[config.mk]
export PLATFORM = sky130hd
export DESIGN_NAME = scc_mem_port_arbiter
export DESIGN_NICKNAME = d
export VERILOG_FILES = /design/src/rtl/scc_mem_port_arbiter.sv
export SDC_FILE = /design/constraint.sdc
export NUM_CORES = 1
export LEC_CHECK = 0
export ABC_AREA = 1
export CAP_MARGIN = 20
export CORE_MARGIN = 2
export CORE_UTILIZATION = 45
export CTS_CLUSTER_DIAMETER = 40
export DETAILED_ROUTE_END_ITERATION = 8
export PLACE_DENSITY = 0.88
export SYNTH_ARGS = -nofsm -noshare
export SYNTH_HDL_FRONTEND = slang
export SYNTH_SLANG_ARGS = --single-unit
export TNS_END_PERCENT = 5
[constraint.sdc]
create_clock -name clk -period 3.85 [get_ports clk]
set_input_delay 0.385 -clock clk [delete_from_list [all_inputs] [get_ports clk]]
set_output_delay 0.385 -clock clk [all_outputs]
set_load 0.03 [all_outputs]
[src/rtl/scc_mem_port_arbiter.sv]
// scc_mem_port_arbiter
// Shares one single-port unified memory between the SCC fetch requester and
// the load/store requester. Each access runs a fixed-latency memory cycle and
// returns read data with a one-cycle valid pulse. Data wins ties, a saturating
// starvation counter forces fetch progress, and halt parks the block in a
// terminal HALTED state.

module scc_mem_port_arbiter #(
    parameter int AW         = 32,
    parameter int DW         = 32,
    parameter int MEM_LAT    = 1,
    parameter int STARVE_MAX = 4
) (
    input  logic          clk,
    input  logic          rst,
    input  logic          clk_en,
    input  logic          halt,
    input  logic          if_req,
    input  logic [AW-1:0] if_addr,
    output logic          if_gnt,
    output logic          if_rvalid,
    output logic [DW-1:0] if_rdata,
    input  logic          d_req,
    input  logic          d_we,
    input  logic [AW-1:0] d_addr,
    input  logic [DW-1:0] d_wdata,
    output logic          d_gnt,
    output logic          d_rvalid,
    output logic [DW-1:0] d_rdata,
    output logic          mem_en,
    output logic          mem_we,
    output logic [AW-1:0] mem_addr,
    output logic [DW-1:0] mem_wdata,
    input  logic [DW-1:0] mem_rdata,
    output logic          busy,
    output logic          halted
);

    // lat_cnt counts down from MEM_LAT-1; starve_cnt counts up to STARVE_MAX.
    localparam int LW = (MEM_LAT > 1) ? $clog2(MEM_LAT) : 1;
    localparam int SW = $clog2(STARVE_MAX + 1);
    localparam logic [LW-1:0] LAT_INIT = LW'(MEM_LAT - 1);
    localparam logic [SW-1:0] SMAX     = SW'(STARVE_MAX);

    typedef enum logic [1:0] {
        ST_IDLE   = 2'd0,
        ST_ACCESS = 2'd1,
        ST_HALTED = 2'd2
    } state_t;

    typedef enum logic [1:0] {
        OWN_NONE  = 2'd0,
        OWN_FETCH = 2'd1,
        OWN_DATA  = 2'd2
    } owner_t;

    // All architectural state in one record, so reset and hold are uniform.
    typedef struct packed {
        state_t          state;
        owner_t          owner;
        logic [LW-1:0]   lat_cnt;
        logic [SW-1:0]   starve_cnt;
        logic            if_gnt;
        logic            if_rvalid;
        logic [DW-1:0]   if_rdata;
        logic            d_gnt;
        logic            d_rvalid;
        logic [DW-1:0]   d_rdata;
        logic            mem_en;
        logic            mem_we;
        logic [AW-1:0]   mem_addr;
        logic [DW-1:0]   mem_wdata;
    } regs_t;

    regs_t r;
    regs_t r_nxt;
    logic  grant_fetch;
    logic  grant_data;

    // Next-state and output decode: arbitration in IDLE, countdown in ACCESS.
    always_comb begin
        // NOTE: every variable gets a default before any branch, so no path
        // leaves one unassigned and no latch is inferred.
        r_nxt       = r;
        grant_fetch = 1'b0;
        grant_data  = 1'b0;

        // Pulses clear on every edge, including edges with clk_en=0.
        r_nxt.if_gnt    = 1'b0;
        r_nxt.d_gnt     = 1'b0;
        r_nxt.if_rvalid = 1'b0;
        r_nxt.d_rvalid  = 1'b0;

        if (clk_en) begin
            unique case (r.state)
                ST_IDLE: begin
                    if (halt) begin
                        r_nxt.state = ST_HALTED;
                    end else if (d_req && if_req && (r.starve_cnt == SMAX)) begin
                        grant_fetch = 1'b1;
                    end else if (d_req) begin
                        grant_data = 1'b1;
                        if (if_req) begin
                            r_nxt.starve_cnt = (r.starve_cnt == SMAX) ? SMAX
                                             : r.starve_cnt + SW'(1);
                        end else begin
                            r_nxt.starve_cnt = '0;
                        end
                    end else if (if_req) begin
                        grant_fetch = 1'b1;
                    end

                    if (grant_fetch) begin
                        r_nxt.owner      = OWN_FETCH;
                        r_nxt.mem_addr   = if_addr;
                        r_nxt.mem_we     = 1'b0;
                        r_nxt.if_gnt     = 1'b1;
                        r_nxt.starve_cnt = '0;
                    end
                    if (grant_data) begin
                        r_nxt.owner     = OWN_DATA;
                        r_nxt.mem_addr  = d_addr;
                        r_nxt.mem_we    = d_we;
                        r_nxt.mem_wdata = d_wdata;
                        r_nxt.d_gnt     = 1'b1;
                    end
                    if (grant_fetch || grant_data) begin
                        r_nxt.mem_en  = 1'b1;
                        r_nxt.lat_cnt = LAT_INIT;
                        r_nxt.state   = ST_ACCESS;
                    end
                end

                ST_ACCESS: begin
                    if (r.lat_cnt != '0) begin
                        r_nxt.lat_cnt = r.lat_cnt - LW'(1);
                    end else begin
                        // Last access cycle: mem_rdata is valid now.
                        if (r.owner == OWN_FETCH) begin
                            r_nxt.if_rdata  = mem_rdata;
                            r_nxt.if_rvalid = 1'b1;
                        end else begin
                            r_nxt.d_rdata  = r.mem_we ? '0 : mem_rdata;
                            r_nxt.d_rvalid = 1'b1;
                        end
                        r_nxt.mem_en = 1'b0;
                        r_nxt.mem_we = 1'b0;
                        r_nxt.owner  = OWN_NONE;
                        r_nxt.state  = halt ? ST_HALTED : ST_IDLE;
                    end
                end

                ST_HALTED: begin
                    r_nxt.mem_en = 1'b0;
                    r_nxt.mem_we = 1'b0;
                end

                default: begin
                    r_nxt.state = ST_IDLE;
                end
            endcase
        end
    end

    // State register with synchronous active-low reset.
    always_ff @(posedge clk) begin
        // NOTE: sequential state uses non-blocking assignments so every
        // register samples the pre-edge values of the others.
        if (!rst) begin
            r <= '0;
        end else begin
            r <= r_nxt;
        end
    end

    assign if_gnt    = r.if_gnt;
    assign if_rvalid = r.if_rvalid;
    assign if_rdata  = r.if_rdata;
    assign d_gnt     = r.d_gnt;
    assign d_rvalid  = r.d_rvalid;
    assign d_rdata   = r.d_rdata;
    assign mem_en    = r.mem_en;
    assign mem_we    = r.mem_we;
    assign mem_addr  = r.mem_addr;
    assign mem_wdata = r.mem_wdata;
    assign busy      = (r.state == ST_ACCESS);
    assign halted    = (r.state == ST_HALTED);

endmodule
Word level (Yosys, flattened, before mapping)

Cells that the tools add are included.

Register bits after elaboration: 142
Word-level logic and storage cells: 88

Add/subtract/negate cells: 2
Equal/unequal tests: 10
Mux-type cells: 36
Bitwise operators: 6
Reductions and logical operators: 20

Operators by type and width:

| kind                | number |
|---|---|
| $mux 33             | 3 |
| $mux 65             | 1 |
| $mux 32             | 1 |
| $reduce_and 4->1    | 6 |
| $mux 1              | 15 |
| $mux 3              | 5 |
| $mux 2              | 6 |
| $pmux 2 s3          | 2 |
| $reduce_and 3->1    | 4 |
| $mux 4              | 2 |
| $ne 3x3->1 const B  | 2 |
| $not 1->1           | 6 |
| $pmux 3 s2          | 1 |
| $reduce_bool 2->1   | 3 |
| $reduce_and 5->1    | 1 |
| $eq 2x1->1 const B  | 2 |
| $ne 2x1->1 const B  | 2 |
| $ne 2x2->1 const B  | 2 |
| $reduce_or 4->1     | 1 |
| $add 3x1->3 const B | 1 |
| $eq 3x3->1 const B  | 1 |
| $reduce_bool 3->1   | 1 |
| $eq 2x2->1 const B  | 1 |
| $logic_and 1x1->1   | 2 |
| 3 further kinds     | 3 |

Logic depth before layout (Yosys ltp)

Gate-level depths: netlist of the first run.

Depth after elaboration: 9
Depth in mapped cells: 9

Worst setup path after synthesis of the first run

Ideal clock, no wire load.

Kind: flip-flop to flip-flop
Start point: register r[141] in the netlist's numbering
End point: register r (netlist bit if_rdata[0])
Arrival: 1.542 ns
Path slack: 2.192 ns
Cell stages (with the launch flop): 9
Buffers on the path: 1
Clock period less this slack: 1.658 ns
Path through: dfxtp_1 -> inv_1 -> ha_1 -> nand2_1 -> nor2_1 -> inv_1 -> buf_2 -> nor2_1 -> nor2_1

Word-level cells in the longest chain between the ends: 2

Ends and longest elaborated chain:

| what                       | line | RTL |
|---|---|---|
| start: declaration         | 75   | `regs_t r;` |
| start signal: assignment   | 172  | `r <= r_nxt;` |
| $eq 2x1->1                 | --   |  |
| via busy                   | 35   | `output logic busy,` |
| $reduce_and 4->1 (no line) | --   |  |

The timed path passes the listed nets, and every way through them passes these cells.
A chain may end at the register's enable or synchronous reset.

Worst setup path after layout of the first run

Start point: input d_req
End point: register r (netlist bit mem_wdata[26])

Word-level cells in the longest chain between the ends: 7

Ends and longest elaborated chain:

| what                            | line | RTL |
|---|---|---|
| start: declaration              | 23   | `input logic d_req,` |
| $logic_and 1x1->1 (2 in series) | 99   | `end else if (d_req && if_req && (r.starve_cnt == SMAX)) begin` |
| $mux 1 *                        | 99   |  |
| $mux 1 *                        | 97   | `if (halt) begin` |
| $mux 1 *                        | 95   | `unique case (r.state)` |
| $mux 1 *                        | 94   | `if (clk_en) begin` |
| $reduce_and 3->1 (no line) *    | --   |  |

Mark *: on every way between the ends. The rest lies on a longest branch, timed or not. The select of a mux whose other input is x is not followed.

==> results of run 1 <==
state kept, by name, indices dropped and copies added, names as in the netlist:
signal     cells
if_rdata      32
if_gnt         1
mem_addr      32
if_rvalid      1
mem_wdata     32
d_rvalid       1
mem_we         1
r              7
d_rdata       32
mem_en         1
d_gnt          1
logic make-up (layout without fill, tap and decap cells):
| kind of cell | Yosys count | in the layout | share of synthesized area [%] |
|---|---|---|---|
| AO/OA/AOI/OAI | 137 | 137 | 10.4 |
| adder cells (fa/ha/maj) | 5 | 5 | 0.948 |
| buffers and inverters | 205 | 335 | 20.0 |
| flip-flops | 141 | 141 | 42.8 |
| AND/OR/NAND/NOR | 414 | 414 | 25.9 |
worst max-delay path: stages:
cell and delay, ns:
clkdlybuf4s50_1 0.55, inv_2 0.09, nor2_8 0.40, nand3_4 0.42
inv_2 0.53, nand2_1 0.13, a21oi_1 0.17
synthesized netlist by cell type (all sizes together):
master    n  area, sq um
a21oi    38          190
buf     154         1130
clkbuf   26         97.6
dfxtp   141         2820
ha        5         62.6
inv      25         93.8
nand2   191          724
nand3    74          395
nand4     1         6.26
nor2    147          576
nor3      1         5.00
o21ai    99          499
worst min-delay path by stage:
stage	startpoint	endpoint	slack, ns	depth (start not counted)
global placement	mem_en$_SDFFE_PN0P_	mem_en$_SDFFE_PN0P_	0.45	2
global route	mem_wdata[18]$_SDFFE_PN0P_	mem_wdata[18]$_SDFFE_PN0P_	0.48	2
CTS	mem_wdata[31]$_SDFFE_PN0P_	mem_wdata[31]$_SDFFE_PN0P_	0.47	2
detailed placement	mem_wdata[31]$_SDFFE_PN0P_	mem_wdata[31]$_SDFFE_PN0P_	0.46	2
floorplan	mem_wdata[22]$_SDFFE_PN0P_	mem_wdata[22]$_SDFFE_PN0P_	0.44	2
finish	mem_wdata[16]$_SDFFE_PN0P_	mem_wdata[16]$_SDFFE_PN0P_	0.46	2
cell type report:
cell class	instances	area, sq um	area share [%]
well taps	184	230	2.56
inverters	25	93.8	1.04
clock buffers	24	502	5.58
repair buffers	278	2780	30.9
flip-flops and latches	141	2820	31.4
multi-input cells	556	2460	27.4
clock inverters	8	104	1.15
metrics by stage:
step | setup slack (ns) | util (%)
after floorplan | 2.19 | -
after global placement | 1.16 | 57.8
after detailed placement | 1.06 | 57.9
after CTS | 1.48 | 62.1
after global routing | 1.28 | 62.4
final | 1.48 | 62.4
where the power goes:
part           switching, W  internal (W)  leakage, nW
registers         0.0000272       0.00151         1.14
logic              0.000294      0.000264         2.29
clock network      0.000596       0.00104        0.297
layer usage:
metal  wire length [um]  vias up  part of all wire, %
li1                   -     2983                    -
met1               7120     2667                   42
met2               8280      214                   49
met3               1010       37                  6.0
met4                541        0                  3.2
met5                  0        -                    0
==> results.py, run 1 <==
metrics = {
    "clocking": {
        "numCtsBuffers": 17,
        "cts_root_buf": "clkbuf_16",
        "clock-sinks": 141,
        "clock_latency_ns": 0.41,
        "postCtsSetupRepairBufs": 0,
        "tritoncts": "done",
        "postCtsResizedCells": 0,
        "hold_buffers": 0,
        "clk_pin_slew_worst_paths_ns": 0.06,
        "htree_levels": 4,
        "clk_path_buf_depth": 2,
    },
    "sta": {
        "fin_skew_ns": 0.00959,
        "finalHoldViolCount": 0,
        "worstMarginPinSlew_ns": 1.02,
        "finalSetupViolations": 0,
        "maxSlewHeadroom_pct": 31.9,
        "max_freq_mhz": 422,
        "whs_ns": 0.462,
        "tns_ns": 0,
        "drv_slew": 0,
        "rsz0062_at_grt": "false",
        "timing.final.crit_period_ns": 2.37,
        "min_period_over_period_pct": 61.5,
    },
    "floorplan": {
        "core.rowCount": 44,
        "die_w_um": 125,
        "die_h_um": 125,
        "floorplan.initialDensity_pct": 45.7,
        "dieArea_sq_mm": 0.0156,
        "io_pins": 271,
        "core-area_sq_mm": 0.0144,
    },
    "logic_synthesis": {
        "yosysSeqAreaShare_pct": 42.8,
        "syn_inst": 902,
        "syn-cell-area_sq_mm": 0.00660,
        "ys_ff_latch": 141,
        "syn_avg_cell_area_sq_um": 7.32,
        "yosysWarnings": 0,
        "synth_nets": 1042,
        "synth_cell_type_count": 22,
    },
    "final_layout": {
        "final_cell_mix": "269 x clkdlybuf4s50_1, 190 x nand2_1, 144 x nor2_1",
        "diodes": 0,
        "fin_area_sq_mm": 0.00899,
        "drive_gt1_share_pct": 4.75,
        "instances_no_fill": 1216,
        "nets": 1159,
        "layout_commonest_cell": "clkdlybuf4s50_1",
        "fill_cells": 1227,
        "area_delta_synth_final_pct": 36.3,
    },
    "placement": {
        "place_congestion": 0.846,
        "place_area_sq_mm": 0.00836,
        "dp_cells": 1182,
        "dpl.hpwl_um": 11700,
        "numPortBuffers": 270,
    },
    "power_and_ir_drop": {
        "power_w": 0.00374,
        "p_per_area_mw_per_mm2": 416,
        "ir_worst_vdd_v": 0.000275,
        "p_leak_nw": 3.73,
    },
    "route": {
        "drtAntennaViolNets": 0,
        "vias": 5901,
        "via_per_inst": 4.85,
        "drc": 0,
        "drt_iter0_drc": 344,
        "first_pass_iters": 4,
        "routed_wl_um": 17000,
        "routedWlPerCell_um": 13.9,
    },
    "critical_path": {
        "crit_path_end_kind": "register",
        "startpoint_type": "primary input",
        "crit_fanout": 34,
        "reg2regPathDepth": 7,
        "r2r-end": "mem_wdata[26]$_SDFFE_PN0P_",
        "rrSetupSlack_ns": 1.50,
        "arrival_ns": 2.69,
        "worst-setup-path-type": "in -> reg",
        "startpoint": "d_req",
        "cp.required_ns": 4.18,
        "worstSetupEndpoint": "mem_wdata[26]$_SDFFE_PN0P_",
        "r2r_start": "r[134]$_SDFFE_PN0P_",
    },
    "global_routing": {
        "grtUsageTotal_pct": 21.3,
        "grt_max_degree": 72,
        "gr-max-usage-layer": "met2",
        "first_global_vias": 5642,
        "grt_use_met3_pct": 5.48,
        "grt_pass1_wl_um": 27400,
        "met1_usage_pct": 24.9,
        "gr-total-overflow": 0,
        "grt.met2_usage_pct": 36.5,
        "antenna_found_initial": 0,
    },
    "run": {
        "drv_cap": 0,
    },
    "outcome": {
        "outcome": "complete, no violations",
    },
    "hold_path": {
        "hold_class": "reg -> reg",
    },
}
Note: power is estimated with default switching activity, not from simulation.
==> inputs of run 2 (changes only) <==
--- a/config.mk
+++ b/config.mk
@@ -8,10 +8,10 @@
 export ABC_AREA = 1
 export CAP_MARGIN = 20
 export CORE_MARGIN = 2
-export CORE_UTILIZATION = 45
+export CORE_UTILIZATION = 39
 export CTS_CLUSTER_DIAMETER = 40
 export DETAILED_ROUTE_END_ITERATION = 8
-export PLACE_DENSITY = 0.88
+export PLACE_DENSITY = 0.82
 export SYNTH_ARGS = -nofsm -noshare
 export SYNTH_HDL_FRONTEND = slang
 export SYNTH_SLANG_ARGS = --single-unit
==> constraint.sdc (replaced) <==
create_clock -name clk -period 2.1 [get_ports clk]
set_input_delay 0.21 -clock clk [delete_from_list [all_inputs] [get_ports clk]]
set_output_delay 0.21 -clock clk [all_outputs]
set_load 0.03 [all_outputs]
==> results.py, run 2 (synthesis gave the netlist of run 1 again) <==
metrics = {
    "route": {
        "drc": 0,
        "routed_wl_um": 17500,
        "drt_iter0_drc": 298,
        "via_per_inst": 4.71,
        "drtAntennaViolNets": 0,
        "first_pass_iters": 5,
        "routedWlPerCell_um": 13.9,
        "vias": 5940,
    },
    "clocking": {
        "tritoncts": "done",
        "hold_buffers": 0,
        "clk_path_buf_depth": 2,
        "cts_root_buf": "clkbuf_16",
        "htree_levels": 4,
        "postCtsSetupRepairBufs": 0,
        "clk_pin_slew_worst_paths_ns": 0.06,
        "clock-sinks": 141,
        "clock_latency_ns": 0.41,
        "numCtsBuffers": 17,
    },
    "global_routing": {
        "grtUsageTotal_pct": 19.1,
        "first_global_vias": 5517,
        "grt_max_degree": 60,
        "gr-total-overflow": 0,
        "antenna_found_initial": 0,
        "grt_pass1_wl_um": 27700,
    },
    "critical_path": {
        "crit_fanout": 3,
        "crit_path_end_kind": "output port",
        "reg2regPathDepth": 8,
        "arrival_ns": 1.71,
        "r2r_start": "r[140]$_SDFFE_PN0P_",
        "startpoint_type": "register",
        "cp.required_ns": 1.89,
        "rrSetupSlack_ns": 0.42,
        "r2r-end": "mem_wdata[25]$_SDFFE_PN0P_",
        "worst-setup-path-type": "reg -> out",
    },
    "final_layout": {
        "fin_area_sq_mm": 0.00910,
        "diodes": 0,
        "area_delta_synth_final_pct": 37.9,
        "final_cell_mix": "268 x clkdlybuf4s50_1, 190 x nand2_1, 144 x nor2_1",
        "layout_commonest_cell": "clkdlybuf4s50_1",
        "drive_gt1_share_pct": 5.67,
        "nets": 1168,
        "instances_no_fill": 1261,
    },
    "sta": {
        "fin_skew_ns": 0.0119,
        "max_freq_mhz": 522,
        "timing.final.crit_period_ns": 1.92,
        "drv_slew": 0,
        "rsz0062_at_grt": "false",
        "min_period_over_period_pct": 91.2,
        "tns_ns": 0,
        "finalHoldViolCount": 0,
        "finalSetupViolations": 0,
        "maxSlewHeadroom_pct": 72.8,
        "worstMarginPinSlew_ns": 0.408,
        "setup_ws_ns": 0.184,
    },
    "hold_path": {
        "min_to": "if_rdata[24]$_SDFFE_PN0P_",
        "hp-start": "rst",
        "hold_class": "in -> reg",
        "hold_depth": 3,
    },
    "power_and_ir_drop": {
        "switchingPower_w": 0.00176,
        "power_w": 0.00681,
        "sequentialPowerShare_pct": 41.5,
        "p_comb_share_pct": 15.2,
        "swShare_pct": 25.8,
        "internal_power_w": 0.00505,
        "p_per_area_mw_per_mm2": 749,
        "ir_worst_vdd_v": 0.000511,
        "clockPowerShare_pct": 43.3,
        "p_leak_nw": 3.78,
    },
    "floorplan": {
        "die_h_um": 134,
        "core-area_sq_mm": 0.0166,
        "floorplan.initialDensity_pct": 39.8,
        "die_w_um": 134,
        "io_pins": 271,
        "dieArea_sq_mm": 0.0180,
        "core.rowCount": 47,
    },
    "outcome": {
        "outcome": "complete, no violations",
    },
    "placement": {
        "dp_cells": 1229,
        "place_area_sq_mm": 0.00852,
        "dpl.hpwl_um": 12300,
        "pre_cts_ws_ns": 0.215,
        "numPortBuffers": 270,
        "place_congestion": 0.819,
    },
    "run": {
        "drv_cap": 0,
    },
}
[run 2: final cells by class]
class                           instances  area (sq um)
Fill cell                            1539          7480
Timing Repair Buffer                  287          2870
Sequential cell                       141          2820
Multi-Input combinational cell        556          2460
Clock buffer                           19           443
Tap cell                              220           275
Clock inverter                         13           139
Inverter                               25          93.8
[run 2: repair_timing]
item | 4_1_cts | 5_1_grt
gates resized for setup | 0 | 1
setup endpoints to repair | 0 | 1
hold endpoints to repair | 0 | 0
[run 2: worst max path at each step]
stage	start	to	slack, ns	depth (start not counted)
detailed placement	d_req	mem_addr[7]$_SDFFE_PN0P_	0.21	8
global route	r[140]$_SDFFE_PN0P_	halted	0.11	3
global placement	if_req	mem_addr[2]$_SDFFE_PN0P_	0.25	7
CTS	r[141]$_SDFFE_PN0P_	busy	0.06	3
floorplan	r[141]$_SDFFE_PN0P_	if_rdata[0]$_SDFFE_PN0P_	0.44	8
finish	r[140]$_SDFFE_PN0P_	halted	0.18	3
[run 2: routing by layer]
layer / track usage [%] / share of wire [%]
met5: 0 / 0
met3: 4.80 / 6.9
met4: 7.37 / 2.0
met1: 23.1 / 42
met2: 32.6 / 49
[run 2: power groups by stage]
stage / logic, W / clock network [W] / registers (W)
2_1_floorplan: 0.000634 / 0 / 0.00287
3_3_place_gp: 0.00103 / 0 / 0.00288
3_5_place_dp: 0.00104 / 0 / 0.00288
4_1_cts: 0.00104 / 0.00303 / 0.00282
5_1_grt: 0.00113 / 0.00315 / 0.00283
6_report: 0.00104 / 0.00295 / 0.00283
[run 2: worst max-delay path, cell delays in order, from the launching register on]
cell and delay (ns):
dfxtp_1 0.33, inv_1 0.08, ha_1 0.17, clkdlybuf4s50_1 0.71
[run 2: through the flow]
step / utilization [%] / hold WS [ns]
2_1_floorplan: - / 0.345
3_3_place_gp: 51.4 / 0.450
3_5_place_dp: 51.4 / 0.454
4_1_cts: 54.9 / 0.234
5_1_grt: 54.9 / 0.259
6_report: 54.9 / 0.257
==> inputs of run 3 (changes only) <==
--- a/config.mk
+++ b/config.mk
@@ -8,10 +8,10 @@
 export ABC_AREA = 1
 export CAP_MARGIN = 20
 export CORE_MARGIN = 2
-export CORE_UTILIZATION = 39
+export CORE_UTILIZATION = 45
 export CTS_CLUSTER_DIAMETER = 40
 export DETAILED_ROUTE_END_ITERATION = 8
-export PLACE_DENSITY = 0.82
+export PLACE_DENSITY = 0.88
 export SYNTH_ARGS = -nofsm -noshare
 export SYNTH_HDL_FRONTEND = slang
 export SYNTH_SLANG_ARGS = --single-unit
==> constraint.sdc (replaced) <==
create_clock -name clk -period 2.23 [get_ports clk]
set_input_delay 0.223 -clock clk [delete_from_list [all_inputs] [get_ports clk]]
set_output_delay 0.223 -clock clk [all_outputs]
set_load 0.03 [all_outputs]
==> results.py, run 3 (synthesis gave the netlist of run 1 again) <==
metrics = {
    "critical_path": {
        "worst-setup-path-type": "reg -> out",
        "crit_fanout": 4,
        "startpoint_type": "register",
        "r2r_start": "r[140]$_SDFFE_PN0P_",
        "arrival_ns": 1.81,
        "cp.required_ns": 2.01,
        "crit_path_end_kind": "output port",
        "startpoint": "r[141]$_SDFFE_PN0P_",
    },
    "floorplan": {
        "floorplan.initialDensity_pct": 45.7,
        "die_w_um": 125,
        "die_h_um": 125,
        "core-area_sq_mm": 0.0144,
        "dieArea_sq_mm": 0.0156,
        "io_pins": 271,
        "core.rowCount": 44,
    },
    "power_and_ir_drop": {
        "p_per_area_mw_per_mm2": 710,
        "p_leak_nw": 3.73,
        "ir_worst_vdd_v": 0.000476,
        "power_w": 0.00640,
    },
    "hold_path": {
        "hold_class": "in -> reg",
        "hp-start": "rst",
    },
    "clocking": {
        "clk_pin_slew_worst_paths_ns": 0.05,
        "htree_levels": 4,
        "postCtsSetupRepairBufs": 0,
        "hold_buffers": 0,
        "tritoncts": "done",
        "numCtsBuffers": 17,
        "clk_path_buf_depth": 2,
        "clock-sinks": 141,
        "postCtsResizedCells": 0,
        "cts_root_buf": "clkbuf_16",
        "clock_latency_ns": 0.41,
    },
    "global_routing": {
        "grtUsageTotal_pct": 21.8,
        "gr-total-overflow": 0,
        "antenna_found_initial": 0,
        "first_global_vias": 5709,
        "grt_max_degree": 80,
        "grt_pass1_wl_um": 28000,
    },
    "placement": {
        "place_congestion": 0.821,
        "numPortBuffers": 270,
        "place_area_sq_mm": 0.00842,
        "dpl.hpwl_um": 12200,
    },
    "route": {
        "vias": 6030,
        "first_pass_iters": 5,
        "routed_wl_um": 17300,
        "drtAntennaViolNets": 0,
        "drc": 0,
        "drt_iter0_drc": 370,
        "via_per_inst": 4.94,
        "routedWlPerCell_um": 14.1,
    },
    "final_layout": {
        "fin_area_sq_mm": 0.00901,
        "nets": 1165,
        "area_delta_synth_final_pct": 36.5,
        "final_cell_mix": "269 x clkdlybuf4s50_1, 190 x nand2_1, 144 x nor2_1",
        "layout_commonest_cell": "clkdlybuf4s50_1",
        "drive_gt1_share_pct": 5.30,
        "diodes": 0,
        "final_core_util_pct": 62.5,
    },
    "sta": {
        "fin_skew_ns": 0.0102,
        "timing.final.crit_period_ns": 2.03,
        "drv_slew": 0,
        "finalHoldViolCount": 0,
        "min_period_over_period_pct": 91.1,
        "finalSetupViolations": 0,
        "rsz0062_at_grt": "false",
        "max_freq_mhz": 492,
        "worstMarginPinSlew_ns": 0.514,
        "tns_ns": 0,
        "maxSlewHeadroom_pct": 65.7,
    },
    "outcome": {
        "outcome": "complete, no violations",
    },
    "run": {
        "drv_cap": 0,
    },
}
[run 3: cell types whose count changed in the layout (fill, tap and decap cells not counted), sizes merged, moves of 2 or more]
| cell | previous run | this run |
|---|---|---|
| buf | 18 | 15 |
| clkbuf | 19 | 21 |
| clkinv | 7 | 5 |
| inv | 27 | 25 |
[run 3: cell type report]
cell class                      instances  area [sq um]
Multi-Input combinational cell        556          2460
Clock inverter                         10           115
Sequential cell                       141          2820
Tap cell                              184           230
Clock buffer                           21           470
Fill cell                            1242          5420
Timing Repair Buffer                  284          2820
Inverter                               25          93.8
[run 3: final timing paths]
| check | end | slack (ns) | cells past startpoint |
|---|---|---|---|
| max | busy | 0.20 | 3 |
| min reg2reg | mem_wdata[29]$_SDFFE_PN0P_ | 0.46 | 2 |
| max reg2reg | mem_wdata[12]$_SDFFE_PN0P_ | 0.47 | 8 |
| min | r[141]$_SDFFE_PN0P_ | 0.27 | 3 |
[run 3: routing by layer]
layer  global-route usage (%)  share of wire, %  vias up
met2                     37.7                50      250
met4                     10.1               3.1        0
met3                     5.95               7.3       39
li1                         -                 -     2993
met5                        0                 0        -
met1                     25.1                40     2748
[run 3: through the flow]
step / std cells / setup slack [ns] / hold slack [ns]
after floorplan: 902 / 0.572 / 0.358
after global placement: 1190 / 0.460 / 0.449
after detailed placement: 1190 / 0.395 / 0.455
after CTS: 1221 / 0.182 / 0.242
after global routing: 1221 / 0.124 / 0.270
final: 1221 / 0.198 / 0.266
[run 3: power by group]
part | leakage, nW | switching, W | internal (W) | total, W
sequential | 1.14 | 0.0000449 | 0.00261 | 0.00266
combinational | 2.31 | 0.000515 | 0.000462 | 0.000977
clock | 0.281 | 0.00104 | 0.00172 | 0.00277
[run 3: worst max-delay path: stages (launching register included)]
cell and delay (ns):
dfxtp_1 0.31, inv_1 0.09, ha_1 0.26, clkdlybuf4s50_1 0.74
